[src/rtl/morse_message_sequencer_if.sv]
// morse_message_sequencer_if
//   Bundles the buffer write port, playback control and status/laser outputs
//   of morse_message_sequencer.
//   master : the controller/host side (drives writes, start, abort, repeat).
//   slave  : the sequencer side (drives busy, done, char_idx, ONOFF, isDash).
//   Signals:
//     wr_en, wr_addr, wr_pattern, wr_len : message buffer write port
//     msg_len, start, repeat_en, abort   : playback control
//     busy, done, char_idx               : playback status
//     ONOFF, isDash                      : laser drive and dash indicator
interface morse_message_sequencer_if #(
  parameter int PAT_W = 20,
  parameter int LEN_W = 5,
  parameter int IDX_W = 4
);
  logic             wr_en;
  logic [IDX_W-1:0] wr_addr;
  logic [PAT_W-1:0] wr_pattern;
  logic [LEN_W-1:0] wr_len;
  logic [IDX_W:0]   msg_len;
  logic             start;
  logic             repeat_en;
  logic             abort;
  logic             busy;
  logic             done;
  logic [IDX_W-1:0] char_idx;
  logic             ONOFF;
  logic             isDash;

  modport master (
    output wr_en, wr_addr, wr_pattern, wr_len, msg_len, start, repeat_en, abort,
    input  busy, done, char_idx, ONOFF, isDash
  );

  modport slave (
    input  wr_en, wr_addr, wr_pattern, wr_len, msg_len, start, repeat_en, abort,
    output busy, done, char_idx, ONOFF, isDash
  );
endinterface

[src/rtl/morse_message_sequencer.sv]
// morse_message_sequencer
//   Plays a Morse message stored in a writable buffer on the laser ON/OFF
//   line, one Morse unit per UnitClock edge. Each buffer entry is either a
//   character pattern (bit0 sent first, 1 = light on) with a length, or a
//   word space (length 0). Supports start/busy/done handshake, abort, repeat
//   mode and a dash indicator. All outputs are registered.
//   Ports:
//     UnitClock : unit clock, one Morse unit per rising edge
//     reset     : synchronous, active-high
//     bus       : morse_message_sequencer_if.slave (write port, control,
//                 status, ONOFF, isDash)
//   Build option:
//     MORSE_FARNSWORTH_EN : when defined, every gap (inter-character,
//                           word space, repeat gap) is stretched by GAP_MULT.
module morse_message_sequencer #(
  parameter int MAX_CHARS = 16,
  parameter int PAT_W     = 20,
  parameter int LEN_W     = 5,
  parameter int IDX_W     = 4,
  parameter int CHAR_GAP  = 3,
  parameter int WORD_GAP  = 7,
  parameter int GAP_MULT  = 2
) (
  input logic                      UnitClock,
  input logic                      reset,
  morse_message_sequencer_if.slave bus
);

`ifdef MORSE_FARNSWORTH_EN
  localparam int MULT = GAP_MULT;
`else
  // GAP_MULT has no effect in this build.
  localparam int MULT = 1 + 0 * GAP_MULT;
`endif

  localparam int CG_UNITS = CHAR_GAP * MULT;
  localparam int SG_UNITS = (WORD_GAP - CHAR_GAP) * MULT;
  localparam int GAP_MAX  = WORD_GAP * MULT;
  localparam int GAP_CW   = $clog2(GAP_MAX + 1);
  localparam int CNT_W    = (LEN_W > GAP_CW) ? LEN_W : GAP_CW;
  localparam int ML_W     = IDX_W + 1;

  typedef enum logic [2:0] {IDLE, CHAR, GAP, SPACE, REP_GAP} state_t;

  // Message buffer (not reset)
  logic [PAT_W-1:0] r_pat  [MAX_CHARS];
  logic [LEN_W-1:0] r_blen [MAX_CHARS];

  state_t           r_state, w_state;
  logic [CNT_W-1:0] r_cnt, w_cnt;
  logic [IDX_W-1:0] r_idx, w_idx;
  logic [ML_W-1:0]  r_msglen, w_msglen;
  logic             r_busy, w_busy;
  logic             r_done, w_done;
  logic             r_onoff, w_onoff;
  logic             r_dash, w_dash;
  logic             w_load;
  logic [IDX_W-1:0] w_load_idx;
  logic             w_advance;
  logic             w_last;

  function automatic logic [LEN_W-1:0] f_sat_len(input logic [LEN_W-1:0] l);
    if (int'(l) > PAT_W) return LEN_W'(PAT_W);
    return l;
  endfunction

  function automatic logic [ML_W-1:0] f_sat_msg(input logic [ML_W-1:0] m);
    if (int'(m) > MAX_CHARS) return ML_W'(MAX_CHARS);
    return m;
  endfunction

  // Counter increment that holds at all-ones instead of wrapping.
  function automatic logic [CNT_W-1:0] f_inc(input logic [CNT_W-1:0] c);
    if (&c) return c;
    return c + 1'b1;
  endfunction

  // Pattern bit at pos; positions outside [0, len-1] read as 0.
  function automatic logic f_bit(input logic [PAT_W-1:0] pat,
                                 input logic [LEN_W-1:0] len,
                                 input int               pos);
    logic [PAT_W-1:0] sh;
    if (pos < 0 || pos >= int'(len)) return 1'b0;
    sh = pat >> pos;
    return sh[0];
  endfunction

  // Buffer write port, locked while playing.
  always_ff @(posedge UnitClock) begin
    if (bus.wr_en && !r_busy) begin
      r_pat[bus.wr_addr]  <= bus.wr_pattern;
      r_blen[bus.wr_addr] <= f_sat_len(bus.wr_len);
    end
  end

  // Next state and next registered outputs
  always_comb begin
    w_state    = r_state;
    w_cnt      = r_cnt;
    w_idx      = r_idx;
    w_msglen   = r_msglen;
    w_busy     = r_busy;
    w_done     = 1'b0;
    w_load     = 1'b0;
    w_load_idx = '0;
    w_advance  = 1'b0;
    w_onoff    = 1'b0;
    w_dash     = 1'b0;
    w_last     = (int'(r_idx) == int'(r_msglen) - 1);

    if (bus.abort) begin
      w_state = IDLE;
      w_cnt   = '0;
      w_idx   = '0;
      w_busy  = 1'b0;
    end else begin
      unique case (r_state)
        IDLE: begin
          if (bus.start) begin
            w_msglen = f_sat_msg(bus.msg_len);
            w_idx    = '0;
            if (w_msglen == '0) begin
              w_done = 1'b1;
            end else begin
              w_busy     = 1'b1;
              w_load     = 1'b1;
              w_load_idx = '0;
            end
          end
        end
        CHAR: begin
          if (int'(r_cnt) >= int'(r_blen[r_idx]) - 1) begin
            w_state = GAP;
            w_cnt   = '0;
          end else begin
            w_cnt = f_inc(r_cnt);
          end
        end
        GAP: begin
          if (int'(r_cnt) >= CG_UNITS - 1) w_advance = 1'b1;
          else                              w_cnt = f_inc(r_cnt);
        end
        SPACE: begin
          if (int'(r_cnt) >= SG_UNITS - 1) w_advance = 1'b1;
          else                              w_cnt = f_inc(r_cnt);
        end
        REP_GAP: begin
          if (int'(r_cnt) >= SG_UNITS - 1) begin
            w_load     = 1'b1;
            w_load_idx = '0;
          end else begin
            w_cnt = f_inc(r_cnt);
          end
        end
        default: w_state = IDLE;
      endcase

      // End of an entry's gap/space: next entry, repeat gap, or finish.
      if (w_advance) begin
        if (!w_last) begin
          w_load     = 1'b1;
          w_load_idx = r_idx + 1'b1;
        end else if (bus.repeat_en) begin
          w_state = REP_GAP;
          w_cnt   = '0;
        end else begin
          w_state = IDLE;
          w_cnt   = '0;
          w_idx   = '0;
          w_busy  = 1'b0;
          w_done  = 1'b1;
        end
      end
    end

    // Starting an entry: a zero-length entry is a word space.
    if (w_load) begin
      w_idx   = w_load_idx;
      w_cnt   = '0;
      w_state = (r_blen[w_load_idx] == '0) ? SPACE : CHAR;
    end

    // Outputs are looked up for the state being entered so they can be
    // registered without adding a unit of latency.
    if (w_state == CHAR) begin
      w_onoff = f_bit(r_pat[w_idx], r_blen[w_idx], int'(w_cnt));
      w_dash  = w_onoff & (f_bit(r_pat[w_idx], r_blen[w_idx], int'(w_cnt) - 1) |
                           f_bit(r_pat[w_idx], r_blen[w_idx], int'(w_cnt) + 1));
    end
  end

  // State and output registers
  always_ff @(posedge UnitClock) begin
    if (reset) begin
      r_state  <= IDLE;
      r_cnt    <= '0;
      r_idx    <= '0;
      r_msglen <= '0;
      r_busy   <= 1'b0;
      r_done   <= 1'b0;
      r_onoff  <= 1'b0;
      r_dash   <= 1'b0;
    end else begin
      r_state  <= w_state;
      r_cnt    <= w_cnt;
      r_idx    <= w_idx;
      r_msglen <= w_msglen;
      r_busy   <= w_busy;
      r_done   <= w_done;
      r_onoff  <= w_onoff;
      r_dash   <= w_dash;
    end
  end

  assign bus.busy     = r_busy;
  assign bus.done     = r_done;
  assign bus.char_idx = r_idx;
  assign bus.ONOFF    = r_onoff;
  assign bus.isDash   = r_dash;

endmodule

[src/flat_wrapper.sv]
// flat-port wrapper written by rule: the top's interface ports become plain ports
module morse_message_sequencer_flat 
#(
  parameter int MAX_CHARS = 16,
  parameter int PAT_W     = 20,
  parameter int LEN_W     = 5,
  parameter int IDX_W     = 4,
  parameter int CHAR_GAP  = 3,
  parameter int WORD_GAP  = 7,
  parameter int GAP_MULT  = 2
)
  (UnitClock, reset, bus_wr_en, bus_wr_addr, bus_wr_pattern, bus_wr_len, bus_msg_len, bus_start, bus_repeat_en, bus_abort, bus_busy, bus_done, bus_char_idx, bus_ONOFF, bus_isDash);
  morse_message_sequencer_if #(.PAT_W(PAT_W), .LEN_W(LEN_W), .IDX_W(IDX_W)) bus_i ();
  input logic UnitClock;
  input logic reset;
  input wire logic [$bits(bus_i.wr_en)-1:0] bus_wr_en;
  input wire logic [$bits(bus_i.wr_addr)-1:0] bus_wr_addr;
  input wire logic [$bits(bus_i.wr_pattern)-1:0] bus_wr_pattern;
  input wire logic [$bits(bus_i.wr_len)-1:0] bus_wr_len;
  input wire logic [$bits(bus_i.msg_len)-1:0] bus_msg_len;
  input wire logic [$bits(bus_i.start)-1:0] bus_start;
  input wire logic [$bits(bus_i.repeat_en)-1:0] bus_repeat_en;
  input wire logic [$bits(bus_i.abort)-1:0] bus_abort;
  output wire logic [$bits(bus_i.busy)-1:0] bus_busy;
  output wire logic [$bits(bus_i.done)-1:0] bus_done;
  output wire logic [$bits(bus_i.char_idx)-1:0] bus_char_idx;
  output wire logic [$bits(bus_i.ONOFF)-1:0] bus_ONOFF;
  output wire logic [$bits(bus_i.isDash)-1:0] bus_isDash;
  assign bus_i.wr_en = bus_wr_en;
  assign bus_i.wr_addr = bus_wr_addr;
  assign bus_i.wr_pattern = bus_wr_pattern;
  assign bus_i.wr_len = bus_wr_len;
  assign bus_i.msg_len = bus_msg_len;
  assign bus_i.start = bus_start;
  assign bus_i.repeat_en = bus_repeat_en;
  assign bus_i.abort = bus_abort;
  assign bus_busy = bus_i.busy;
  assign bus_done = bus_i.done;
  assign bus_char_idx = bus_i.char_idx;
  assign bus_ONOFF = bus_i.ONOFF;
  assign bus_isDash = bus_i.isDash;
  morse_message_sequencer #(.MAX_CHARS(MAX_CHARS), .PAT_W(PAT_W), .LEN_W(LEN_W), .IDX_W(IDX_W), .CHAR_GAP(CHAR_GAP), .WORD_GAP(WORD_GAP), .GAP_MULT(GAP_MULT)) u_core (.UnitClock(UnitClock), .reset(reset), .bus(bus_i));
endmodule
[config.mk]
export PLATFORM = sky130hd
export DESIGN_NAME = morse_message_sequencer_flat
export DESIGN_NICKNAME = d
export VERILOG_FILES = /design/src/rtl/morse_message_sequencer_if.sv /design/src/rtl/morse_message_sequencer.sv /design/src/flat_wrapper.sv
export SDC_FILE = /design/constraint.sdc
export NUM_CORES = 1
export LEC_CHECK = 0
export CAP_MARGIN = 5
export CORE_ASPECT_RATIO = 1.75
export CORE_MARGIN = 10
export CORE_UTILIZATION = 39
export CTS_CLUSTER_SIZE = 12
export DETAILED_ROUTE_END_ITERATION = 6
export PLACE_DENSITY_LB_ADDON = 0.15
export SLEW_MARGIN = 25
export SYNTH_ARGS = -nofsm -noshare
export SYNTH_HDL_FRONTEND = slang
export SYNTH_SLANG_ARGS = --single-unit
[constraint.sdc]
create_clock -name UnitClock -period 6.9 [get_ports UnitClock]
set_clock_uncertainty 0.1 [all_clocks]
set_input_delay 2.07 -clock UnitClock [delete_from_list [all_inputs] [get_ports UnitClock]]
set_output_delay 2.07 -clock UnitClock [all_outputs]
set_load 0.05 [all_outputs]
==> results.json <==
{
  "synth.distinct_cells": 80,
  "grt_pass1_vias": 13936,
  "ys.flop_type": "edfxtp_1",
  "clk_pin_slew_worst_paths_ps": 60,
  "drt-vias-per-instance": 5.859,
  "worst-setup-path-type": "input pin to register",
  "antenna_cells": 0,
  "num_vias": 13775,
  "hold_depth": 2,
  "clock-sinks": 421,
  "yosys.area_share.simple_pct": 13.48,
  "seq_area_frac_synth_pct": 63.55,
  "min_period_ps": 6352,
  "overflow": 0,
  "synthXorXnorAreaFrac_pct": 0.8571,
  "first_iter_violations": 1131,
  "powerDensity_nw_per_um2": 233.5,
  "clk_latency_ps": 550,
  "die-area_um2": 59870,
  "ys_seq_elements": 421,
  "cts_setup_buffers": 0,
  "avgSynthCellArea_um2": 12.22,
  "dp_hpwl_um": 42640,
  "grt_pass1_wl_um": 93870,
  "p_clk_share_pct": 42.7,
  "synth_top_family_by_area": "compound AO/OA/AOI/OAI gates",
  "rsz0062_at_grt": "false",
  "p_comb_share_pct": 3.5,
  "status": "finished, final reports clean",
  "portBuffers": 47,
  "final_max_slew_viol_count": 0,
  "crit_required_ps": 7270,
  "pwr-share-seq_pct": 53.8,
  "clock_path_buffers": 3,
  "cts-hold-fix-buffers": 0,
  "worstPathArrival_ps": 6720,
  "wirelength_um": 63990,
  "switching_share_pct": 20.56,
  "power_leakage_nw": 7.200,
  "finalHoldViolCount": 0,
  "min_to": "u_core.r_msglen[1]$_SDFFE_PP0P_",
  "grt-busiest-layer": "met2",
  "wl_per_cell_um": 27.22,
  "coreArea_um2": 49590,
  "synth_nets": 1667,
  "synth_mux_area_share_pct": 3.863,
  "hold_class": "register to register",
  "setup_violations": 0,
  "dr.pass1.iters": 5,
  "die_h_um": 316.3,
  "dieWidth_um": 189.3,
  "met3_usage_pct": 2.266,
  "r2r_start": "u_core.bus.char_idx[0]$_SDFF_PP0_",
  "fp-row-count": 108,
  "drc_errors": 0,
  "grt_max_degree": 92,
  "cts_buffers": 43,
  "gr-usage-met2_pct": 39.05,
  "timing.critical_path.from": "bus_abort",
  "worst-path-max-fanout": 10,
  "timing.rr.end": "u_core.bus.isDash$_SDFF_PP0_",
  "htreeDepth": 2,
  "gp_congestion": 0.9002,
  "syn_inst": 1601,
  "maxCapViolations": 0,
  "worstMarginPinSlew_ps": 1017,
  "synthArstFlopShare_pct": 0,
  "ys_warn_count": 0,
  "synthAdderAreaFrac_pct": 1.663,
  "reg2reg_slack_ps": 560,
  "end_kind": "register",
  "worst_hold_startpoint": "u_core.r_msglen[1]$_SDFFE_PP0P_",
  "cts_tree": "done",
  "design.portCount": 48,
  "crit_path_start_kind": "input pin",
  "worstRegToRegCells": 26,
  "p_switching_mw": 1.087,
  "post_cts_resized": 0,
  "ant_nets": 0,
  "peakVddDrop_mv": 0.1527,
  "nets": 1740,
  "drive_gt1_share_pct": 12.12,
  "antenna_found_initial": 0,
  "grtUsageMet1_pct": 23.50,
  "synth_compound_area_share_pct": 13.75,
  "cts_root_buf": "clkbuf_16",
  "finalSetupTns_ps": 0,
  "grt_usage_pct": 21.02,
  "fmax_ghz": 0.1574,
  "whs_ps": 399.8,
  "initial_utilization_pct": 39.44,
  "slew_headroom_pct": 32.04,
  "syn_area_um2": 19560,
  "intPower_mw": 4.201,
  "synthToLayoutAreaGrowth_pct": 15.77,
  "synth_edf_count": 400,
  "timing.final.crit_share_pct": 92.06
}
[cell usage after synthesis, types with 21 or more instances]
cell / instances / share of area [%]
nor3_1: 33 / 0.84
clkbuf_1: 43 / 0.83
nand2_1: 272 / 5.2
nor2_1: 58 / 1.1
nand3_1: 70 / 1.8
edfxtp_1: 400 / 61
a211oi_1: 29 / 1.1
a21oi_1: 162 / 4.1
ha_1: 26 / 1.7
a221oi_1: 31 / 1.4
mux2i_1: 26 / 1.3
dfxtp_1: 21 / 2.1
and2_1: 23 / 0.74
buf_2: 36 / 0.92
a22oi_1: 59 / 2.3
o21ai_0: 32 / 0.82
[routing by layer]
layer | part of all wire (%) | vias to the layer above
li1 | - | 6287
met1 | 38 | 6955
met2 | 54 | 414
met3 | 3.7 | 119
met4 | 4.6 | 0
met5 | 0 | -
[per-stage QoR]
step                utilization, %  worst slack [ps]  area [um^2]  instances  total power [mW]
global placement             42.75             120.6        21200       2284             3.080
global route                 45.67             81.01        22650       2351             5.432
finish                       45.67             547.8        22650       2351             5.289
floorplan                        -             21.39        19560       1601             2.973
detailed placement           42.97             1.121        21310       2288             3.084
CTS                          45.61             391.1        22620       2350             5.339
[final cells by class]
type	instances	area, um^2
Tap cell	660	825.8
Fill cell	4546	26950
Timing Repair Buffer	132	1264
Clock buffer	52	1141
Sequential cell	421	12440
Clock inverter	10	165.2
Inverter	15	63.81
Multi-Input combinational cell	1061	6751
[cell usage in the layout (no fill, tap or decap), drive strengths merged, types with 4 or more instances in the layout]
| master | n |
|---|---|
| nor4 | 17 |
| mux2i | 26 |
| clkdlybuf4s50 | 47 |
| a31oi | 13 |
| mux4 | 21 |
| or4 | 17 |
| dfxtp | 21 |
| nand3b | 5 |
| nand2b | 16 |
| nor2 | 59 |
| o211a | 4 |
| clkinv | 5 |
| a221oi | 33 |
| inv | 15 |
| bufinv | 4 |
| xor2 | 5 |
| buf | 85 |
| or3 | 4 |
| o31ai | 4 |
| clkbuf | 52 |
| nor2b | 17 |
| ha | 26 |
| a22oi | 59 |
| xnor2 | 12 |
| o211ai | 14 |
| o311ai | 8 |
| o21ai | 41 |
| a211oi | 29 |
| a32oi | 5 |
| nand2 | 274 |
| nor3 | 33 |
| o22ai | 9 |
| edfxtp | 400 |
| and2 | 24 |
| and3 | 5 |
| a21oi | 163 |
| nand3 | 71 |
| nand4 | 7 |
[critical path, stage by stage]
cell             delay, ps
clkdlybuf4s50_1        610
nor3_2                 520
nand2_1                190
o21ai_4                280
nand2_1                100
and3_1                 180
a211oi_1               290
a311oi_1                90
a31oi_1                360
ha_1                   320
nand2b_1               160
a21oi_1                150
nor2b_1                 60
o21ai_0                140
nand2b_1                70
a21oi_1                190
nor3b_1                230
o41ai_1                110
a311oi_1               260
o22ai_1                120
a221oi_2               220
[how the worst max path moves through the flow]
stage	cells after the start	slack, ps	end
after global routing	27	80	u_core.bus.isDash$_SDFF_PP0_
after CTS	26	390	u_core.bus.isDash$_SDFF_PP0_
after floorplan	24	20	u_core.bus.isDash$_SDFF_PP0_
after global placement	23	120	u_core.bus.isDash$_SDFF_PP0_
after detailed placement	23	1	u_core.bus.isDash$_SDFF_PP0_
final	21	550	u_core.bus.isDash$_SDFF_PP0_
[power groups by stage]
stage                     registers (mW)  clock network, mW  logic (mW)
final                               2.84               2.26       0.184
after global routing                2.85               2.39       0.200
after CTS                           2.84               2.31       0.186
after detailed placement            2.90                  0       0.185
after global placement              2.90                  0       0.181
after floorplan                     2.90                  0      0.0781
[sequential cells by signal, summed over array words and instances (netlist names)]
| signal | flops |
|---|---|
| u_core.r_pat | 320 |
| u_core.r_blen | 80 |
| u_core.r_cnt | 5 |
| u_core.r_msglen | 5 |
| u_core.bus.char_idx | 4 |
| u_core.r_state | 3 |
| u_core.bus.ONOFF | 1 |
| u_core.bus.busy | 1 |
| u_core.bus.done | 1 |
| u_core.bus.isDash | 1 |
[cells by family (layout without fill, tap and decap cells)]
kind of cell | count (synthesis) | count (layout)
fa+ha+maj | 26 | 26
flops | 421 | 421
mux | 47 | 47
compound gates | 411 | 411
simple gates | 560 | 560
xor+xnor | 17 | 17
buf+inv | 119 | 209
(Power assumes the default switching activity.)
